## src/rtl/hw_ov7670_tx_pkg.sv

```systemverilog
// Shared constants, encodings and the colour-bar table for the OV7670 sensor emulator.
`ifndef HW_OV7670_DWIDTH
`define HW_OV7670_DWIDTH 8
`endif

package hw_ov7670_tx_pkg;

  localparam int DEF_H_ACTIVE  = 640;
  localparam int DEF_V_ACTIVE  = 480;
  localparam int DEF_H_BLANK   = 144;
  localparam int DEF_VS_LINES  = 3;
  localparam int DEF_VBP_LINES = 17;
  localparam int DEF_VFP_LINES = 10;
  localparam int DEF_PCLK_DIV  = 2;

  typedef enum logic [1:0] {
    MODE_BARS    = 2'd0,
    MODE_RAMP    = 2'd1,
    MODE_FIXED   = 2'd2,
    MODE_STRIPES = 2'd3
  } mode_e;

  typedef enum logic [2:0] {
    ST_IDLE   = 3'd0,
    ST_VSYNC  = 3'd1,
    ST_VBP    = 3'd2,
    ST_ACTIVE = 3'd3,
    ST_VFP    = 3'd4
  } state_e;

  // RGB565 colour bars, left to right
  function automatic logic [15:0] barColour(input logic [2:0] bar);
    case (bar)
      3'd0:    barColour = 16'hFFFF;
      3'd1:    barColour = 16'hFFE0;
      3'd2:    barColour = 16'h07FF;
      3'd3:    barColour = 16'h07E0;
      3'd4:    barColour = 16'hF81F;
      3'd5:    barColour = 16'hF800;
      3'd6:    barColour = 16'h001F;
      default: barColour = 16'h0000;
    endcase
  endfunction

endpackage

```

## src/rtl/hw_ov7670_tx_if.sv

```systemverilog
// Camera-side parallel bus plus control/status between the emulator and the capture block.
`ifndef HW_OV7670_DWIDTH
`define HW_OV7670_DWIDTH 8
`endif

interface hw_ov7670_tx_if #(
  parameter int DWIDTH = `HW_OV7670_DWIDTH
);
  logic              RST;
  logic              en;
  logic [1:0]        mode;
  logic [15:0]       fixed_rgb;
  logic              PCLK;
  logic              HREF;
  logic              VSYNC;
  logic [DWIDTH-1:0] D;
  logic              busy;
  logic              frame_done;
  logic [15:0]       frame_cnt;

  modport master (
    input  RST, en, mode, fixed_rgb,
    output PCLK, HREF, VSYNC, D, busy, frame_done, frame_cnt
  );

  modport slave (
    output RST, en, mode, fixed_rgb,
    input  PCLK, HREF, VSYNC, D, busy, frame_done, frame_cnt
  );
endinterface

```

## src/rtl/hw_ov7670_tx_pattern.sv

```systemverilog
// Combinational test-pattern byte for one position of an active line.
module hw_ov7670_tx_pattern
  import hw_ov7670_tx_pkg::*;
#(
  parameter int H_ACTIVE = DEF_H_ACTIVE,
  parameter int DWIDTH   = `HW_OV7670_DWIDTH
) (
  input  logic [1:0]        mode_i,
  input  logic [15:0]       byteIdx_i,
  input  logic [7:0]        line_i,
  input  logic [15:0]       fixedRgb_i,
  output logic [DWIDTH-1:0] data_o
);
  localparam int BAR_W = H_ACTIVE / 8;

  logic [15:0] x;
  logic [2:0]  bar;
  logic [15:0] pix;
  logic [7:0]  val;

  assign x   = byteIdx_i >> 1;
  assign bar = 3'(x / 16'(BAR_W));

  // Even byte carries the high half of the RGB565 pixel
  always_comb begin
    pix = fixedRgb_i;
    val = '0;
    case (mode_e'(mode_i))
      MODE_BARS: begin
        pix = barColour(bar);
        val = byteIdx_i[0] ? pix[7:0] : pix[15:8];
      end
      MODE_RAMP:    val = byteIdx_i[7:0];
      MODE_FIXED:   val = byteIdx_i[0] ? pix[7:0] : pix[15:8];
      MODE_STRIPES: val = line_i;
      default:      val = '0;
    endcase
    data_o = DWIDTH'(val);
  end
endmodule

```

## src/rtl/hw_ov7670_tx.sv

```systemverilog
// OV7670 sensor emulator: PCLK divider, frame timing FSM and registered HREF/VSYNC/D.
module hw_ov7670_tx
  import hw_ov7670_tx_pkg::*;
#(
  parameter int DWIDTH    = `HW_OV7670_DWIDTH,
  parameter int H_ACTIVE  = DEF_H_ACTIVE,
  parameter int V_ACTIVE  = DEF_V_ACTIVE,
  parameter int H_BLANK   = DEF_H_BLANK,
  parameter int VS_LINES  = DEF_VS_LINES,
  parameter int VBP_LINES = DEF_VBP_LINES,
  parameter int VFP_LINES = DEF_VFP_LINES,
  parameter int PCLK_DIV  = DEF_PCLK_DIV
) (
  input logic            aclk,
  input logic            rst,
  hw_ov7670_tx_if.master sensor
);
  localparam int HALF       = PCLK_DIV / 2;
  localparam int LINE_BYTES = 2 * H_ACTIVE + H_BLANK;
  localparam int BW         = $clog2(LINE_BYTES);
  localparam int LW         = $clog2(VS_LINES + VBP_LINES + V_ACTIVE + VFP_LINES + 1);
  localparam int CW         = (HALF > 1) ? $clog2(HALF) : 1;

  logic [CW-1:0]     divCnt_q;
  logic              pclk_q;
  logic              tick;
  state_e            state_q, state_d;
  logic [BW-1:0]     byte_q, byte_d;
  logic [LW-1:0]     line_q, line_d, lastLine;
  logic              frameEnd, frameStart;
  logic [1:0]        mode_q;
  logic [15:0]       fixed_q;
  logic              href_d, vsync_d;
  logic [DWIDTH-1:0] data_d, patData;
  logic              href_q, vsync_q, busy_q, frameDone_q;
  logic [DWIDTH-1:0] data_q;
  logic [15:0]       frameCnt_q;

  // A byte boundary is the aclk cycle in which PCLK falls
  assign tick = pclk_q && (divCnt_q == CW'(HALF - 1));

  always_ff @(posedge aclk or posedge rst) begin
    if (rst) begin
      divCnt_q <= '0;
      pclk_q   <= 1'b0;
    end else if (divCnt_q == CW'(HALF - 1)) begin
      divCnt_q <= '0;
      pclk_q   <= ~pclk_q;
    end else begin
      divCnt_q <= divCnt_q + 1'b1;
    end
  end

  always_ff @(posedge aclk or posedge rst) begin
    if (rst) begin
      state_q <= ST_IDLE;
      byte_q  <= '0;
      line_q  <= '0;
      mode_q  <= '0;
      fixed_q <= '0;
    end else begin
      state_q <= state_d;
      byte_q  <= byte_d;
      line_q  <= line_d;
      if (frameStart) begin
        mode_q  <= sensor.mode;
        fixed_q <= sensor.fixed_rgb;
      end
    end
  end

  // Counters point at the byte being shown; on a tick they move to the next byte
  always_comb begin
    state_d  = state_q;
    byte_d   = byte_q;
    line_d   = line_q;
    frameEnd = 1'b0;
    case (state_q)
      ST_VSYNC:  lastLine = LW'(VS_LINES - 1);
      ST_VBP:    lastLine = LW'(VBP_LINES - 1);
      ST_ACTIVE: lastLine = LW'(V_ACTIVE - 1);
      default:   lastLine = LW'(VFP_LINES - 1);
    endcase
    if (!sensor.RST) begin
      state_d = ST_IDLE;
      byte_d  = '0;
      line_d  = '0;
    end else if (tick) begin
      if (state_q == ST_IDLE) begin
        if (sensor.en) state_d = ST_VSYNC;
      end else if (byte_q != BW'(LINE_BYTES - 1)) begin
        byte_d = byte_q + 1'b1;
      end else begin
        byte_d = '0;
        if (line_q != lastLine) begin
          line_d = line_q + 1'b1;
        end else begin
          line_d = '0;
          case (state_q)
            ST_VSYNC:  state_d = ST_VBP;
            ST_VBP:    state_d = ST_ACTIVE;
            ST_ACTIVE: state_d = ST_VFP;
            default: begin
              frameEnd = 1'b1;
              state_d  = sensor.en ? ST_VSYNC : ST_IDLE;
            end
          endcase
        end
      end
    end
  end

  assign frameStart = (state_d == ST_VSYNC) && ((state_q == ST_IDLE) || frameEnd);

  hw_ov7670_tx_pattern #(
    .H_ACTIVE(H_ACTIVE),
    .DWIDTH  (DWIDTH)
  ) u_pattern (
    .mode_i    (mode_q),
    .byteIdx_i (16'(byte_d)),
    .line_i    (8'(line_d)),
    .fixedRgb_i(fixed_q),
    .data_o    (patData)
  );

  always_comb begin
    vsync_d = (state_d == ST_VSYNC);
    href_d  = (state_d == ST_ACTIVE) && (32'(byte_d) < 32'(2 * H_ACTIVE));
    data_d  = href_d ? patData : '0;
  end

  // Sensor reset clears the bus at once; otherwise outputs move only on PCLK falls
  always_ff @(posedge aclk or posedge rst) begin
    if (rst) begin
      href_q      <= 1'b0;
      vsync_q     <= 1'b0;
      data_q      <= '0;
      busy_q      <= 1'b0;
      frameDone_q <= 1'b0;
      frameCnt_q  <= '0;
    end else begin
      frameDone_q <= frameEnd;
      if (!sensor.RST) begin
        href_q  <= 1'b0;
        vsync_q <= 1'b0;
        data_q  <= '0;
        busy_q  <= 1'b0;
      end else if (tick) begin
        href_q  <= href_d;
        vsync_q <= vsync_d;
        data_q  <= data_d;
        busy_q  <= (state_d != ST_IDLE);
      end
      if (frameEnd) frameCnt_q <= frameCnt_q + 16'd1;
    end
  end

  assign sensor.PCLK       = pclk_q;
  assign sensor.HREF       = href_q;
  assign sensor.VSYNC      = vsync_q;
  assign sensor.D          = data_q;
  assign sensor.busy       = busy_q;
  assign sensor.frame_done = frameDone_q;
  assign sensor.frame_cnt  = frameCnt_q;
endmodule

```

## src/flat_wrapper.sv

```systemverilog
// flat-port wrapper written by rule: the top's interface ports become plain ports
module hw_ov7670_tx_flat import hw_ov7670_tx_pkg::*;
#(
  parameter int DWIDTH    = `HW_OV7670_DWIDTH,
  parameter int H_ACTIVE  = DEF_H_ACTIVE,
  parameter int V_ACTIVE  = DEF_V_ACTIVE,
  parameter int H_BLANK   = DEF_H_BLANK,
  parameter int VS_LINES  = DEF_VS_LINES,
  parameter int VBP_LINES = DEF_VBP_LINES,
  parameter int VFP_LINES = DEF_VFP_LINES,
  parameter int PCLK_DIV  = DEF_PCLK_DIV
)
  (aclk, rst, sensor_RST, sensor_en, sensor_mode, sensor_fixed_rgb, sensor_PCLK, sensor_HREF, sensor_VSYNC, sensor_D, sensor_busy, sensor_frame_done, sensor_frame_cnt);
  hw_ov7670_tx_if #(.DWIDTH(DWIDTH)) sensor_i ();
  input logic aclk;
  input logic rst;
  input wire logic [$bits(sensor_i.RST)-1:0] sensor_RST;
  input wire logic [$bits(sensor_i.en)-1:0] sensor_en;
  input wire logic [$bits(sensor_i.mode)-1:0] sensor_mode;
  input wire logic [$bits(sensor_i.fixed_rgb)-1:0] sensor_fixed_rgb;
  output wire logic [$bits(sensor_i.PCLK)-1:0] sensor_PCLK;
  output wire logic [$bits(sensor_i.HREF)-1:0] sensor_HREF;
  output wire logic [$bits(sensor_i.VSYNC)-1:0] sensor_VSYNC;
  output wire logic [$bits(sensor_i.D)-1:0] sensor_D;
  output wire logic [$bits(sensor_i.busy)-1:0] sensor_busy;
  output wire logic [$bits(sensor_i.frame_done)-1:0] sensor_frame_done;
  output wire logic [$bits(sensor_i.frame_cnt)-1:0] sensor_frame_cnt;
  assign sensor_i.RST = sensor_RST;
  assign sensor_i.en = sensor_en;
  assign sensor_i.mode = sensor_mode;
  assign sensor_i.fixed_rgb = sensor_fixed_rgb;
  assign sensor_PCLK = sensor_i.PCLK;
  assign sensor_HREF = sensor_i.HREF;
  assign sensor_VSYNC = sensor_i.VSYNC;
  assign sensor_D = sensor_i.D;
  assign sensor_busy = sensor_i.busy;
  assign sensor_frame_done = sensor_i.frame_done;
  assign sensor_frame_cnt = sensor_i.frame_cnt;
  hw_ov7670_tx #(.DWIDTH(DWIDTH), .H_ACTIVE(H_ACTIVE), .V_ACTIVE(V_ACTIVE), .H_BLANK(H_BLANK), .VS_LINES(VS_LINES), .VBP_LINES(VBP_LINES), .VFP_LINES(VFP_LINES), .PCLK_DIV(PCLK_DIV)) u_core (.aclk(aclk), .rst(rst), .sensor(sensor_i));
endmodule
```

## config.mk

```make
export PLATFORM = sky130hd
export DESIGN_NAME = hw_ov7670_tx_flat
export DESIGN_NICKNAME = d
export VERILOG_FILES = /design/src/rtl/hw_ov7670_tx_pkg.sv /design/src/rtl/hw_ov7670_tx_if.sv /design/src/rtl/hw_ov7670_tx_pattern.sv /design/src/rtl/hw_ov7670_tx.sv /design/src/flat_wrapper.sv
export SDC_FILE = /design/constraint.sdc
export NUM_CORES = 1
export LEC_CHECK = 0
export ABC_AREA = 1
export CAP_MARGIN = 20
export CORE_MARGIN = 8
export CORE_UTILIZATION = 56
export DETAILED_ROUTE_END_ITERATION = 8
export PLACE_DENSITY = 0.81
export SLEW_MARGIN = 20
export SYNTH_ARGS = -nofsm -noshare
export SYNTH_HDL_FRONTEND = slang
export SYNTH_SLANG_ARGS = --single-unit
```

## constraint.sdc

```tcl
create_clock -name aclk -period 2.9 [get_ports aclk]
set_input_delay 0.58 -clock aclk [delete_from_list [all_inputs] [get_ports aclk]]
set_output_delay 0.58 -clock aclk [all_outputs]
set_load 0.005 [all_outputs]
```

After elaboration in Yosys (flattened, before gate mapping)
Index checks and enable logic that the tools add are counted.
{"block": "totals", "ff_bits": 71, "latch_bits": 0, "mem_bits_rw": 0, "mem_bits_ro": 0, "input_bits": 22, "out_inout_bits": 29, "n_memories": 0}
{"block": "op_classes", "addsub": 4, "n_mul": 0, "n_div": 1, "order_cmp": 1, "n_eq_ne": 19, "shifts": 0, "muxes": 38, "n_bitwise": 2, "reduce_logical": 10}
{"operator": "$pmux 16 s7", "n": 1}
{"operator": "$mux 9", "n": 5}
{"operator": "$mux 11", "n": 4}
{"operator": "$mux 8", "n": 5}
{"operator": "$pmux 8 s4", "n": 1}
{"operator": "$pmux 9 s3", "n": 1}
{"operator": "$mux 3", "n": 6}
{"operator": "$add 16x1->16 const B", "n": 1}
{"operator": "$div 10x7->16 const B", "n": 1}
{"operator": "$eq 3x2->1 const B", "n": 5}
{"operator": "$mux 1", "n": 14}
{"operator": "$add 11x1->11 const B", "n": 1}
{"operator": "$lt 11x11->1 const B", "n": 1}
{"operator": "$ne 11x11->1 const B", "n": 1}
{"operator": "$add 9x1->9 const B", "n": 1}
{"operator": "$eq 3x1->1 const B", "n": 3}
{"operator": "$eq 3x3->1 const B", "n": 3}
{"operator": "$ne 9x9->1", "n": 1}
{"operator": "$pmux 3 s3", "n": 1}
{"operator": "$logic_not 3->1", "n": 2}
{"operator": "$eq 2x2->1 const B", "n": 2}
{"operator": "$ne 2x2->1 const B", "n": 2}
{"operator": "$logic_and 1x1->1", "n": 3}
{"operator": "$reduce_and 3->1", "n": 1}
{"operator": "other kinds (8)", "n": 9}

Logic depth before layout (Yosys ltp)
{"block": "depth", "word_depth": 13, "depth_mapped": 26}

By module
From an unflattened synthesis, not the netlist that was laid out.
{"block": "hier_totals", "hier_cells": 650, "hier_area_um2": 4723.3}
{"mod": "hw_ov7670_tx", "instances": 1, "cells_per_inst": 449, "area_per_inst_um2": 3757.4}
{"mod": "hw_ov7670_tx_pattern", "instances": 1, "cells_per_inst": 201, "area_per_inst_um2": 965.9}

Least setup slack after synthesis
No wires, ideal clock.
{"block": "synth_path", "path_kind": "in2reg", "from": "input sensor_RST", "to": "register u_core.data_q[1], in the netlist u_core.sensor.D[1]", "arrival_ps": 2381, "required_ps": 2783, "setup_slack_ps": 402, "stages": 22, "n_path_buf": 1, "path_cell_list": "buf_2 -> nand2_1 -> inv_1 -> nand2_1 -> o21ai_2 -> nand3_1 -> nand2_1 -> inv_2 -> nand2_2 -> nand2_1 -> nand2_1 -> inv_1 -> nand2_1 -> nand2_1 -> nand2_1 -> nand2_1 -> nand2_1 -> nand2_1 -> nand2_1 -> nand2_1 -> nand2_1 -> nand2_1"}
{"block": "synth_via", "elab_chain_len": 9, "word_cells_on_any_way": 22, "cone_classes": "1 x div; 1 x order compare; 8 x eq/ne; 10 x mux; 2 x reduce/logical"}
{"item": "start: declaration", "line_no": "flat_wrapper.sv:17", "source": "input wire logic [$bits(sensor_i.RST)-1:0] sensor_RST;"}
{"item": "$mux 11 (*)", "line_no": "hw_ov7670_tx.sv:84", "source": "if (!sensor.RST) begin"}
{"item": "named net u_core.byte_d[10]", "line_no": "hw_ov7670_tx.sv:28", "source": "logic [BW-1:0] byte_q, byte_d;"}
{"item": "$div 10x7->16", "line_no": "hw_ov7670_tx_pattern.sv:22", "source": "assign bar = 3'(x / 16'(BAR_W));"}
{"item": "$eq 3x3->1 (tied with other cells)", "line_no": "hw_ov7670_tx_pkg.sv:33", "source": "case (bar)"}
{"item": "$pmux 16 s7", "line_no": "hw_ov7670_tx_pkg.sv:33"}
{"item": "$mux 8", "line_no": "hw_ov7670_tx_pattern.sv:31", "source": "val = byteIdx_i[0] ? pix[7:0] : pix[15:8];"}
{"item": "$pmux 8 s4", "line_no": "hw_ov7670_tx_pattern.sv:28", "source": "case (mode_e'(mode_i))"}
{"item": "$mux 8 (*)", "line_no": "hw_ov7670_tx.sv:129", "source": "data_d = href_d ? patData : '0;"}
{"item": "$mux 8 (*)", "line_no": "hw_ov7670_tx.sv:148", "source": "end else if (tick) begin"}
{"item": "$mux 8 (*)", "line_no": "hw_ov7670_tx.sv:143", "source": "if (!sensor.RST) begin"}
{"item": "end signal: assignment", "line_no": "hw_ov7670_tx.sv:151", "source": "data_q <= data_d;"}
{"item": "end: declaration", "line_no": "hw_ov7670_tx.sv:36", "source": "logic [DWIDTH-1:0] data_q;"}
Mark *: on every way through the listed nets, which the timed path passes. The rest lies on a longest branch. The select of a mux whose other input is x is not followed.
A chain may end at the register's enable or synchronous reset.

Worst setup path after layout
{"block": "layout_path", "from": "register u_core.state_q[2]", "to": "register u_core.fixed_q[11]"}
{"block": "layout_via", "elab_chain_len": 10, "word_cells_on_any_way": 23, "cone_classes": "5 x eq/ne; 14 x mux; 4 x reduce/logical"}
{"item": "start: declaration", "line_no": "hw_ov7670_tx.sv:27", "source": "state_e state_q, state_d;"}
{"item": "start signal: assignment", "line_no": "hw_ov7670_tx.sv:62", "source": "state_q <= state_d;"}
{"item": "$eq 3x2->1 / $eq 3x1->1 (equally long branches)", "line_no": "hw_ov7670_tx.sv:78, hw_ov7670_tx.sv:99"}
{"item": "$pmux 9 s3", "line_no": "hw_ov7670_tx.sv:78", "source": "case (state_q)"}
{"item": "$ne 9x9->1", "line_no": "hw_ov7670_tx.sv:95", "source": "if (line_q != lastLine) begin"}
{"item": "$mux 3", "line_no": "hw_ov7670_tx.sv:95"}
{"item": "$mux 3", "line_no": "hw_ov7670_tx.sv:91", "source": "end else if (byte_q != BW'(LINE_BYTES - 1)) begin"}
{"item": "$mux 3 (*)", "line_no": "hw_ov7670_tx.sv:89", "source": "if (state_q == ST_IDLE) begin"}
{"item": "$mux 3 (*)", "line_no": "hw_ov7670_tx.sv:88", "source": "end else if (tick) begin"}
{"item": "$mux 3 (*)", "line_no": "hw_ov7670_tx.sv:84"}
{"item": "named net u_core.state_d[0]", "line_no": "hw_ov7670_tx.sv:27"}
{"item": "$eq 3x1->1 (*)", "line_no": "hw_ov7670_tx.sv:113", "source": "assign frameStart = (state_d == ST_VSYNC) && ((state_q == ST_IDLE) || frameEnd);"}
{"item": "$logic_and 1x1->1 (*)", "line_no": "hw_ov7670_tx.sv:113"}
{"item": "end signal: assignment", "line_no": "hw_ov7670_tx.sv:67", "source": "fixed_q <= sensor.fixed_rgb;"}
{"item": "end: declaration", "line_no": "hw_ov7670_tx.sv:32", "source": "logic [15:0] fixed_q;"}
Mark *: on every way through the listed nets, which the timed path passes. The rest lies on a longest branch.

==> impl_metrics.csv <==
group,metric,value,unit
pwr,p_per_area,426,nW/um2
floorplan,core_area,6790,um2
clocking,worstSkewPairLatency,0.35,ns
sta,period_needed,2.75,ns
sta,rsz0062_at_grt,"yes",
placement,hpwl,7330,um
placement,placement.cell_area,4670,um2
grt,grt_overflow,0,
synth,synth_ff_type,"dfrtp_1",
sta,drv_slew,0,
synth,synthTopCellsByCount,"nand2_1, dfrtp_1, inv_1, nor2_1, nand3_1",
cells_and_area,final_nets,583,
synth,postSynth.asyncResetShare,100,%
synth,synth_top_area_cell,"dfrtp_1",
synth,yosysMostFrequentCell,"nand2_1",
sta,finalSetupViolCount,0,
clocking,cts_buffer_depth,2,
cells_and_area,drive_above_1_share,15.6,%
floorplan,die_h,99.7,um
min_path,hold_depth,2,
detailed_routing,firstDrtPassIters,5,
sta,finalHoldViolCount,0,
critical_path,max_stage_delay,0.44,ns
grt,grt_pass1_wl,16300,um
critical_path,arrival,2.98,ns
grt,grt_usage,20.1,%
grt,grt_pass1_vias,3492,
cells_and_area,antenna_cells,0,
synth,syn_nets,506,
pwr,leakagePower,2.30,nW
critical_path,cp-start-kind,"flop",
detailed_routing,via_per_inst,5.43,
critical_path,r2r-start,"u_core.state_q[2]",
placement,numPortBuffers,50,
clocking,clkTransAtPathRegs,0.08,ns
critical_path,crit_required,3.13,ns
floorplan,ios,51,
cells_and_area,finish.utilization,72.9,%
synth,yosysWarnings,0,
job,drv_cap,0,
floorplan,die_area,9930,um2
detailed_routing,vias,3581,
min_path,holdCritStartpoint,"u_core.sensor.busy",
sta,worst_slew_pin_slew,0.614,ns
placement,gp_congestion,0.924,
detailed_routing,drt-wirelength-per-cell,15.3,um
cells_and_area,areaGrowthSynthToFinish,26.3,%
synth,ys_top_cells_by_area,"dfrtp_1, nand2_1, inv_1",
critical_path,timing.rr.end,"u_core.fixed_q[11]",
sta,fmax,363,MHz
synth,synth_cells,481,
synth,synth_edf_count,0,
floorplan,start_util,57.7,%
critical_path,worstSetupPathType,"reg -> reg",
floorplan,rows,30,
grt,antenna_found_initial,0,
clocking,hold_buffers,0,
critical_path,cp_cell_sequence,"inv_2 > nand2_2 > xor2_1 > a21oi_1 > o211ai_1 > nor2_2 > nand2_2 > o21ai_1 > o21ai_2 > o22ai_2 > o21ai_4 > clkbuf_16 > mux2_1",
critical_path,endpoint_kind,"flop",
clocking,cts_made_buffers,9,
synth,synth.avg_cell_area,8.15,um2
synth,seq_area_frac_synth,44.7,%
synth,netlist_area,3920,um2
critical_path,cp.buffers_inverters,2,
status,run_status,"complete, no violations",
synth,synth_top_area_share,44.7,%
detailed_routing,post-route-drc-count,0,
sta,slew_headroom,58.5,%
detailed_routing,wirelength,10100,um
sta,fin_crit_sh,94.9,%
sta,fin_tns_setup,0,ns
critical_path,r2r_setup_slack,0.15,ns
critical_path,cpMostUsedCell,"nand2_2",
floorplan,die_w,99.7,um
clocking,htreeDepth,3,
critical_path,r2r_cells,13,
cells_and_area,final_cells,659,
detailed_routing,ant_nets,0,
critical_path,crit_family,"compound AO/OA/AOI/OAI gates",
cells_and_area,final_cell_area,4950,um2
synth,synth-seq-cells,70,
sta,fin_skew,0.00791,ns
placement,dp_cells,639,
clocking,cts.sinks,70,
detailed_routing,drt_iter0_drc,302,
min_path,worstHoldPathType,"reg -> reg",
clocking,cts_tree,"built",
pwr,ir_drop,0.000356,V
clocking,clockRootBuffer,"clkbuf_8",
critical_path,slowest_stage,"dfrtp_1",
synth,synth.distinct_cells,43,
critical_path,crit_fanout,7,
min_path,holdPathEnd,"u_core.sensor.busy",
grt,grt_max_degree,48,
cells by family (layout without fill, tap and decap cells):
group | after synthesis | after routing | share of synthesized area (%)
AO/OA/AOI/OAI | 67 | 67 | 10.5
AND/OR/NAND/NOR | 228 | 228 | 26.7
multiplexers | 16 | 16 | 4.60
adder cells (fa/ha/maj) | 3 | 3 | 0.958
XOR/XNOR | 24 | 24 | 5.36
flip-flops | 70 | 70 | 44.7
buffers and inverters | 73 | 155 | 7.21
per-stage QoR:
| step | setup slack, ns | hold slack (ns) | power [mW] |
|---|---|---|---|
| 2_1_floorplan | 0.402 | 0.459 | 1.27 |
| 3_3_place_gp | 0.0407 | 0.462 | 1.37 |
| 3_5_place_dp | -0.0355 | 0.470 | 1.38 |
| 4_1_cts | 0.0951 | 0.491 | 2.10 |
| 5_1_grt | -0.0716 | 0.501 | 2.19 |
| 6_report | 0.147 | 0.484 | 2.11 |
final cells by class:
cell class                 count  area [um2]
clock buffer                  11         141
clock inverter                 5        33.8
multi-input combinational    338        1950
fill                         497        1840
inverter                      68         258
tap                           96         120
sequential                    70        1750
timing repair buffer          71         696
flip-flops by register name (all words and copies together), names as in the netlist:
register	count
u_core.line_q	9
u_core.sensor.D	8
u_core.sensor.PCLK	1
u_core.byte_q	11
u_core.sensor.busy	1
u_core.sensor.frame_done	1
u_core.fixed_q	16
u_core.mode_q	2
u_core.state_q	3
u_core.sensor.VSYNC	1
u_core.sensor.HREF	1
u_core.sensor.frame_cnt	16
routing by layer:
layer	vias up	wire length, um	global-route usage (%)
met4	0	250	10.8
met2	116	4760	31.6
li1	1736	-	-
met3	22	549	4.68
met1	1707	4530	25.0
met5	-	0	0
power breakdown:
group          switching (mW)  total (mW)  internal, mW
sequential             0.0390        1.08          1.04
clock                   0.389       0.723         0.334
combinational           0.169       0.307         0.138
worst reg2reg max path: stages, from the launching register on:
cell and delay, ns:
dfrtp_1 0.44, inv_2 0.14, nand2_2 0.10, xor2_1 0.16, a21oi_1 0.15, o211ai_1 0.12, nor2_2 0.17, nand2_2 0.15
o21ai_1 0.21, o21ai_2 0.11, o22ai_2 0.22, o21ai_4 0.15, clkbuf_16 0.19, mux2_1 0.32
cell usage in the layout (no fill, tap or decap), types with 10 or more instances in the layout:
cell type	n
clkdlybuf4s50_1	50
clkbuf_8	10
o21ai_0	16
a21oi_1	20
nor3_1	14
nand3_1	27
nor2_1	37
dfrtp_1	70
inv_1	59
xor2_1	16
buf_4	17
mux2_2	15
nand2_1	120
worst max-delay path by stage:
stage                                 start            endpoint  slack, ns  cells past startpoint
after floorplan                  sensor_RST  u_core.sensor.D[1]       0.40                     22
after global placement           sensor_RST  u_core.sensor.D[0]       0.04                     14
after detailed placement         sensor_RST  u_core.sensor.D[1]      -0.04                     22
after CTS                 u_core.state_q[1]  u_core.fixed_q[10]        0.1                     13
after global routing       u_core.byte_q[0]  u_core.sensor.D[1]      -0.07                     24
final                     u_core.state_q[2]  u_core.fixed_q[11]       0.15                     13
repair_timing:
| action | in CTS | in global routing |
|---|---|---|
| gates resized for setup | 0 | 16 |
| buffers inserted | 0 | 2 |
| endpoints found under the setup margin | 0 | 23 |
Power figures use the tool's default switching activity.
